<file path="src/rtl/morse_symbol_buffer.sv">
// rtl/morse_symbol_buffer.sv - collects dot/dash symbols into a letter pattern and hands it downstream
// Optional left-aligned output: define MORSE_SYMBUF_LEFT_ALIGN_EN.
module morse_symbol_buffer #(
  parameter int WIDTH = 5
) (
  input  logic                         clk,
  input  logic                         reset,
  input  logic                         sym_valid,
  input  logic                         sym_bit,
  input  logic                         letter_end,
  output logic                         in_ready,
  output logic                         out_valid,
  input  logic                         out_ready,
  output logic [WIDTH-1:0]             out_pattern,
  output logic [$clog2(WIDTH+1)-1:0]   out_len,
  output logic                         out_ovf,
  output logic                         drop
);

  localparam int CW = $clog2(WIDTH+1);
  localparam logic [CW-1:0] LEN_MAX = CW'(WIDTH);

  typedef enum logic [1:0] {IDLE, COLLECT, HOLD} state_t;

  state_t           r_state;
  logic [WIDTH-1:0] r_pattern;
  logic [CW-1:0]    r_len;
  logic             r_ovf;

  logic             w_open;
  logic             w_close;
  logic [WIDTH-1:0] w_pat_nxt;
  logic [CW-1:0]    w_len_nxt;
  logic             w_ovf_nxt;
  logic [WIDTH-1:0] w_pat_out;

  assign w_open   = (r_state != HOLD);
  assign in_ready = w_open;

  // Symbol is folded in before the close decision so a simultaneous strobe lands in the letter.
  always_comb begin
    w_pat_nxt = r_pattern;
    w_len_nxt = r_len;
    w_ovf_nxt = r_ovf;
    if (sym_valid && w_open) begin
      if (r_len < LEN_MAX) begin
        w_pat_nxt = {r_pattern[WIDTH-2:0], sym_bit};
        w_len_nxt = r_len + CW'(1);
      end else begin
        w_ovf_nxt = 1'b1;
      end
    end
  end

  assign w_close = letter_end && w_open && (w_len_nxt != '0);

`ifdef MORSE_SYMBUF_LEFT_ALIGN_EN
  logic [CW-1:0] w_shift;
  assign w_shift   = LEN_MAX - w_len_nxt;
  assign w_pat_out = w_pat_nxt << w_shift;
`else
  assign w_pat_out = w_pat_nxt;
`endif

  always_ff @(posedge clk) begin
    if (reset) begin
      r_state     <= IDLE;
      r_pattern   <= '0;
      r_len       <= '0;
      r_ovf       <= 1'b0;
      out_valid   <= 1'b0;
      out_pattern <= '0;
      out_len     <= '0;
      out_ovf     <= 1'b0;
      drop        <= 1'b0;
    end else begin
      drop <= !w_open && (sym_valid || letter_end);
      case (r_state)
        IDLE, COLLECT: begin
          r_pattern <= w_pat_nxt;
          r_len     <= w_len_nxt;
          r_ovf     <= w_ovf_nxt;
          if (w_close) begin
            r_state     <= HOLD;
            out_valid   <= 1'b1;
            out_pattern <= w_pat_out;
            out_len     <= w_len_nxt;
            out_ovf     <= w_ovf_nxt;
          end else if (w_len_nxt != '0) begin
            r_state <= COLLECT;
          end
        end
        HOLD: begin
          if (out_ready) begin
            r_state     <= IDLE;
            r_pattern   <= '0;
            r_len       <= '0;
            r_ovf       <= 1'b0;
            out_valid   <= 1'b0;
            out_pattern <= '0;
            out_len     <= '0;
            out_ovf     <= 1'b0;
          end
        end
        default: r_state <= IDLE;
      endcase
    end
  end

endmodule

</file>
<file path="config.mk">
export PLATFORM = sky130hd
export DESIGN_NAME = morse_symbol_buffer
export DESIGN_NICKNAME = d
export VERILOG_FILES = /design/src/rtl/morse_symbol_buffer.sv
export SDC_FILE = /design/constraint.sdc
export NUM_CORES = 1
export LEC_CHECK = 0
export BUFFER_PORTS_ARGS = -buffer_cell sky130_fd_sc_hd__buf_2
export CORE_MARGIN = 3
export CORE_UTILIZATION = 49
export DETAILED_ROUTE_END_ITERATION = 10
export PLACE_DENSITY = 0.85
export REMOVE_ABC_BUFFERS = 1
export SYNTH_ARGS = -nofsm -noshare
export SYNTH_HDL_FRONTEND = slang
export SYNTH_SLANG_ARGS = --single-unit
</file>
<file path="constraint.sdc">
create_clock -name clk -period 1.67 [get_ports clk]
set_input_delay 0 -clock clk [delete_from_list [all_inputs] [get_ports clk]]
set_output_delay 0 -clock clk [all_outputs]
set_load 0.05 [all_outputs]
</file>
==> impl_summary.log, run 1 <==
INFO  metric global_route_wire_length_before_repair = ~4.7 mm
INFO  metric crit-reg2reg-launch = r_len[0]$_SDFFE_PP0P_
INFO  metric cp_data_arrival_time = a little under 2 ns
INFO  metric totalWireLength = just under 3 mm
INFO  metric setup_viol_count_final = 7
INFO  metric clkTransAtPathRegs = 0.12 ns
INFO  metric cp_max_fo = 8
INFO  metric cts_tree = built
INFO  metric n_antenna_cell = 0
INFO  metric worst_clk_skew = approximately 0.0017 ns
INFO  metric run_status = finished, violations left
INFO  metric synth_to_final_area_change = 27.2%
INFO  metric layout.nets = 160
INFO  metric layout.filler_cells = between 150 and 200
INFO  metric num_rows = 16
INFO  metric setup-tns-final = -0.131 ns
INFO  metric max_slew_headroom_at_the_worst_pin = 0.722
INFO  metric maxCapViolations = 0
INFO  metric final_cell_count_no_fill = 179
INFO  metric first_global_vias = between 1000 and 1500
INFO  metric timing.reg2reg.worst_path_depth = 6
INFO  metric numClockSinks = 22
INFO  metric core_area = 2080 µm²
INFO  metric seq_area_frac_synth = 0.386
INFO  metric net-switching-power = around 470 µW
INFO  metric grt.total_usage = 0.224
INFO  metric violations = setup timing
INFO  metric cts_buffers = 3
INFO  metric seq_area = about 450 µm²
INFO  metric drt-wirelength-per-cell = 16.7 µm
INFO  metric max_freq = 578 MHz
INFO  metric dpl.cell_count = between 150 and 200
INFO  metric ios = 18
INFO  metric seq_power_share = 0.409
INFO  metric ys_ff_latch = 22
INFO  metric hold-worst-slack = between 0.01 and 0.015 ns
INFO  metric period_needed = ~1.7 ns
INFO  metric routabilityCongestion = roughly 0.85
INFO  metric portion_of_the_clock_cycle_consumed_by_the_worst_path_in_the_final_layout = 1.04
INFO  metric count_of_flip_flops_with_a_built_in_enable_after_synthesis = 0
INFO  metric leakagePower = roughly 0.0006 µW
INFO  metric antenna_violations_before_repair = 0
INFO  metric hpwlAfterDp = between 1.5 and 2 mm
INFO  metric synth.cell_area = approximately 1100 µm²
INFO  metric finalWorstSetupSlack = -0.0606 ns
INFO  metric clk_pwr_share = 0.280
INFO  metric timing.critical_path.depth = 6
INFO  metric async_reset_ff_frac = 0
INFO  metric clk_root_buffer_cell = clkbuf_4
INFO  metric global_route.overflow_total = 0
INFO  metric yosysWarningCount = 0
INFO  metric hold_viol_final = 0
INFO  metric post-synth-top-area-fraction = 0.386
INFO  metric synth_cells = ~130
INFO  metric worst_setup_path_start_kind = register
INFO  metric tightest_slew = approximately 0.42 ns
INFO  metric path_cells = buf_8 -> or3_4 -> a211oi_4 -> buf_4 -> o21bai_4 -> o311a_1
INFO  metric largest_net_degree_at_the_start_of_global_routing = 19
INFO  metric drt-initial-drc-count = 47
INFO  metric initial_standard_cell_utilization_of_the_core = 0.548
INFO  metric combinationalPowerShare = 0.311
INFO  metric route.vias.total = roughly 1100
INFO  metric critical_path_endpoint_category = register
INFO  metric detail_route.drc_violations = 0
INFO  metric hold_path_class = in -> reg
INFO  metric die-height = about 54 µm
INFO  metric yosysTopAreaCell = dfxtp_1
INFO  metric most_common_cell_in_the_synthesized_netlist = dfxtp_1
INFO  metric average_size_of_a_mapped_cell = about 9.1 µm²
INFO  metric critical-path-slowest-cell = or3_4
INFO  metric ir_drop = between 0.8 and 0.9 mV
INFO  metric critical_path_required = 1.87 ns
INFO  metric final_util = 0.697
INFO  metric place.port_buffers = 17
INFO  metric slew_viol_final = 0
INFO  metric synth_top_flop_cell = dfxtp_1
INFO  metric synth_cell_types = 47
INFO  metric sw_frac_of_total = 0.325
INFO  metric power.density = a little over 1000 nW/µm²
INFO  metric r2r_end = out_pattern[0]$_SDFFE_PP0P_
INFO  metric critical_path.endpoint = out_pattern[0]$_SDFFE_PP0P_
INFO  metric critPathLaunch = r_len[0]$_SDFFE_PP0P_
INFO  metric deepest_level_of_the_cts_h_tree = 1
INFO  metric place_worst_setup_slack = roughly 0.022 ns
INFO  metric die-width = ~54 µm
INFO  metric cts_buffer_depth = 2
INFO  metric detail_route.first_pass.iterations = 4
INFO  metric die_area = about 2900 µm²
INFO  metric route.antenna.remaining_nets = 0
INFO  metric critical-path-max-stage-delay = approximately 0.4 ns
INFO  metric internal-power = 985 µW
INFO  metric clkLatencyLatePin = 0.31 ns
INFO  metric post_synth_most_frequent_cells = 22 x dfxtp_1, 15 x nand2_1, 8 x a21oi_1, 8 x nor2_1, 6 x nand4_1
INFO  metric synthTopCellsByArea = dfxtp_1 39%, nand2_1 4.9%, o221a_1 3.9%
INFO  metric vias_per_cell = 6.17
INFO  metric rsz0062_at_grt = true
INFO  metric area_used_by_multi_input_combinational_logic = around 700 µm²
INFO  metric share_of_layout_cells_above_drive_strength_1 = 0.336
INFO  metric buf_inv_stages_crit_path = 2
INFO  metric reg2reg_slack = -0.06 ns
INFO  metric worst-setup-path-type = reg -> reg
INFO  metric crit_path_max_delay_family = compound AO/OA/AOI/OAI gates
what timing repair did:
item	in CTS	in global routing
hold endpoints to repair	2	0
buffers inserted	0	3
pin swaps	3	4
resized for setup	6	8
gates cloned	0	0
hold buffers	2	0
setup endpoints to repair	6	8
flip-flops by register name (all words and copies together), names as in the netlist:
name and cells:
drop 1, out_ovf 1, out_len 3, r_ovf 1, r_pattern 5, r_state 2
out_valid 1, r_len 3, out_pattern 5
per-layer routing:
metal	vias up	GRT usage	routed length (µm)
li1	519	-	-
met1	526	0.303	1390
met2	47	0.343	1320
met3	12	0.0381	181
met4	0	0.112	90
met5	-	0	0
worst min path at each step:
stage               startpoint                   endpoint  slack (ns)  cells after the start
floorplan                reset    out_len[1]$_SDFFE_PP0P_        0.07                      1
global placement       sym_bit  r_pattern[0]$_SDFFE_PP0P_        0.27                      3
detailed placement     sym_bit  r_pattern[0]$_SDFFE_PP0P_        0.30                      3
CTS                 letter_end    out_len[1]$_SDFFE_PP0P_       0.002                      3
global route        letter_end            drop$_SDFF_PP0_        0.02                      3
finish              letter_end    out_len[1]$_SDFFE_PP0P_        0.01                      3
power by group through the flow:
stage	clock (µW)	sequential, µW	combinational [µW]
final	409	597	453
after floorplan	0	697	182
after global placement	0	602	376
after detailed placement	0	604	386
after global routing	436	602	483
after CTS	413	596	408
final cells by class:
| cell class | instances | area share |
|---|---|---|
| clock buffer | 3 | 0.0155 |
| clock inverter | 1 | 0.0207 |
| inverter | 5 | 0.0129 |
| multi-input combinational | 90 | 0.477 |
| sequential | 22 | 0.309 |
| tap | 27 | 0.0233 |
| timing repair buffer | 31 | 0.142 |
through the flow:
stage               area (µm²)  total power (µW)
CTS                       1380              1420
detailed placement        1270               991
global placement          1270               979
global route              1450              1520
floorplan                 1090               879
finish                    1450              1460
worst min-delay path, cell delays in order:
cell,delay (ns)
buf_2,0.14
nand3_1,0.09
a21oi_1,0.06
cell usage in the layout, fill, tap and decap left out, drive strengths merged, types with 3 or more instances in the layout:
cell type | Yosys | final
inv | 5 | 5
nand4 | 6 | 6
o211a | 4 | 4
dfxtp | 22 | 22
nand2b | 3 | 3
clkbuf | 4 | 3
o211ai | 4 | 4
buf | 5 | 29
nor2 | 9 | 9
nand2 | 16 | 16
o221a | 4 | 4
a21oi | 8 | 8
o21ai | 6 | 6
nand3 | 3 | 3
cell families after synthesis:
family                   after synthesis  share of synthesized area
AO/OA/AOI/OAI                         39                      0.292
flip-flops                            22                      0.386
buffers and inverters                 14                     0.0647
multiplexers                           1                    0.00877
adder cells (fa/ha/maj)                1                     0.0110
AND/OR/NAND/NOR                       49                      0.238
No activity file was read; power rests on OpenSTA's default activity.
==> inputs of run 2 (changes only) <==
clock period = 1.4 ns   (was 1.67 ns; I/O delays follow)
==> run 2 against run 1 <==
  * The flow still finishes with violations (setup timing)
  * Cell count rose by 3.9%
  * Critical path depth did not move
  * Core utilization rose by 3.3 points
  * Sequential share of layout area fell by 1.6 points
  * Flip-flop and latch count did not move
  * First-iteration DRC count fell by 11%
  * Routed wire length rose by 4.6%
  * Critical path type unchanged
  * Highest routed layer unchanged
==> impl_summary.log, run 2 (synthesis results as in run 1) <==
INFO  metric run_status = finished, violations left (unchanged)
INFO  metric violations = setup timing (unchanged)
INFO  metric synth_to_final_area_change = 33.2% (was 27.2%)
INFO  metric route.antenna.remaining_nets = 0 (unchanged)
INFO  metric power.density = 1160 nW/µm² (was 1010 nW/µm²)
INFO  metric setup_viol_count_final = 15 (was 7)
INFO  metric portion_of_the_clock_cycle_consumed_by_the_worst_path_in_the_final_layout = 1.19 (was 1.04)
INFO  metric worst_clk_skew = 0.00548 ns (was 0.00166 ns)
INFO  metric first_global_vias = 1092 (was 1001)
INFO  metric clkLatencyLatePin = 0.31 ns (about the same)
INFO  metric cts_buffer_depth = 2 (unchanged)
INFO  metric dpl-instance-area = 1350 µm² (was 1270 µm²)
INFO  metric drt-initial-drc-count = 42 (was 47)
INFO  metric n_antenna_cell = 0 (unchanged)
INFO  metric worst_setup_path_start_kind = register (unchanged)
INFO  metric final_util = 0.730 (was 0.697)
INFO  metric die_area = 2940 µm² (unchanged)
INFO  metric place_worst_setup_slack = -0.227 ns (was 0.0221 ns)
INFO  metric layout.filler_cells = 147 (was 158)
INFO  metric share_of_layout_cells_above_drive_strength_1 = 0.384 (was 0.336)
INFO  metric setup-tns-final = -2.67 ns (was -0.131 ns)
INFO  metric critical_path_endpoint_category = register (unchanged)
INFO  metric buf_inv_stages_crit_path = 2 (unchanged)
INFO  metric layout.nets = 167 (was 160)
INFO  metric largest_net_degree_at_the_start_of_global_routing = 15 (was 19)
INFO  metric path_cells = buf_6 -> or3_4 -> a211oi_4 -> buf_4 -> o21bai_1 -> o311a_1 (was buf_8 -> or3_4 -> a211oi_4 -> buf_4 -> o21bai_4 -> o311a_1)
INFO  metric core_area = 2080 µm² (unchanged)
INFO  metric global_route_wire_length_before_repair = 4.81 mm (was 4.73 mm)
INFO  metric ir_drop = 1.04 mV (was 0.858 mV)
INFO  metric mostFrequentLayoutCell = dfxtp_1 (unchanged)
INFO  metric max_freq = 600 MHz (was 578 MHz)
INFO  metric hold_viol_final = 0 (unchanged)
INFO  metric die-height = 54.3 µm (unchanged)
INFO  metric fin_area = 1520 µm² (was 1450 µm²)
INFO  metric drt-wirelength-per-cell = 16.8 µm (was 16.7 µm)
INFO  metric reg.largest.list = out_pattern (5), r_pattern (5) (unchanged)
INFO  metric cts_buffers = 3 (unchanged)
INFO  metric deepest_level_of_the_cts_h_tree = 1 (unchanged)
INFO  metric critical-path-slowest-cell = or3_4 (unchanged)
INFO  metric die-width = 54.3 µm (unchanged)
INFO  metric detail_route.drc_violations = 0 (unchanged)
INFO  metric max_slew_headroom_at_the_worst_pin = 0.761 (was 0.722)
INFO  metric detail_route.first_pass.iterations = 4 (unchanged)
INFO  metric worst-setup-path-type = reg -> reg (unchanged)
INFO  metric global_route.overflow_total = 0 (unchanged)
INFO  metric cp_data_arrival_time = 1.88 ns (was 1.93 ns)
INFO  metric critical_path_required = 1.61 ns (was 1.87 ns)
INFO  metric clk_root_buffer_cell = clkbuf_4 (unchanged)
INFO  metric hold-worst-slack = 0.0144 ns (was 0.0109 ns)
INFO  metric crit_path_max_delay_family = compound AO/OA/AOI/OAI gates (unchanged)
INFO  metric tightest_slew = 0.358 ns (was 0.417 ns)
INFO  metric cts_tree = built (unchanged)
INFO  metric totalWireLength = 3.12 mm (was 2.98 mm)
INFO  metric route.vias.total = 1158 (was 1104)
INFO  metric numClockSinks = 22 (unchanged)
INFO  metric clkTransAtPathRegs = 0.12 ns (about the same)
INFO  metric hold_path_class = in -> reg (unchanged)
INFO  metric maxCapViolations = 0 (unchanged)
INFO  metric critical-path-max-stage-delay = 0.39 ns (was 0.40 ns)
INFO  metric period_needed = 1.67 ns (was 1.73 ns)
INFO  metric ios = 18 (unchanged)
INFO  metric hpwlAfterDp = 2.14 mm (was 1.92 mm)
INFO  metric layout_common_cells = 20 x dfxtp_1, 17 x buf_2, 16 x buf_4, 15 x nand2_1, 8 x nor2_1 (was 20 x dfxtp_1, 17 x buf_2, 15 x nand2_1, 10 x buf_4)
INFO  metric rsz0062_at_grt = true (unchanged)
INFO  metric slew_viol_final = 0 (unchanged)
INFO  metric place.port_buffers = 17 (unchanged)
INFO  metric routabilityCongestion = 0.886 (was 0.852)
INFO  metric cp_max_fo = 4 (was 8)
INFO  metric antenna_violations_before_repair = 0 (unchanged)
INFO  metric initial_standard_cell_utilization_of_the_core = 0.548 (unchanged)
INFO  metric num_rows = 16 (unchanged)
INFO  metric vias_per_cell = 6.23 (was 6.17)
INFO  metric grt.total_usage = 0.226 (was 0.224)
INFO  metric leakagePower = 0.000640 µW (was 0.000601 µW)
INFO  metric finalWorstSetupSlack = -0.267 ns (was -0.0606 ns)
-- run 2: repair_timing --
item,CTS,global route
pin swaps,14,6
endpoints found under the setup margin,16,17
setup buffers,1,0
hold buffers,1,0
resized for setup,17,2
endpoints found under the hold margin,1,0
-- run 2: layer usage --
layer	GRT usage	part of all wire
met1	0.280	0.43
met2	0.386	0.49
met3	0.0599	0.071
met4	0.0581	0.013
met5	0	0
-- run 2: worst reg2reg max path: stages (launching register included) --
cell,delay (ns)
dfxtp_2,0.37
buf_6,0.13
or3_4,0.39
a211oi_4,0.32
buf_4,0.17
o21bai_1,0.07
o311a_1,0.13
-- run 2: where the power goes --
group	internal [µW]	switching (µW)	leakage [µW]
sequential	678	36.6	0.000181
combinational	229	339	0.000431
clock	290	194	0.0000279
-- run 2: per-stage QoR --
stage	cells	power, µW
after floorplan	117	1050
after global placement	180	1200
after detailed placement	180	1220
after CTS	186	1750
after global routing	186	1830
final	186	1770
-- run 2: final cells by class --
type	instances	area, µm²	area share
clock inverter	1	30.0	0.0198
clock buffer	3	22.5	0.0148
multi-input combinational	90	709	0.467
timing repair buffer	38	260	0.171
inverter	5	18.8	0.0123
sequential	22	445	0.293
tap	27	33.8	0.0222
-- run 2: final timing paths --
check	startpoint	to	slack [ns]	cells past startpoint
hold / removal	out_ready	r_state[1]$_SDFFE_PP0P_	0.01	3
setup / recovery	r_len[1]$_SDFFE_PP0P_	out_pattern[0]$_SDFFE_PP0P_	-0.27	6
hold reg to reg	r_ovf$_SDFFE_PP0P_	r_ovf$_SDFFE_PP0P_	0.49	2
setup reg to reg	r_len[1]$_SDFFE_PP0P_	out_pattern[0]$_SDFFE_PP0P_	-0.27	6
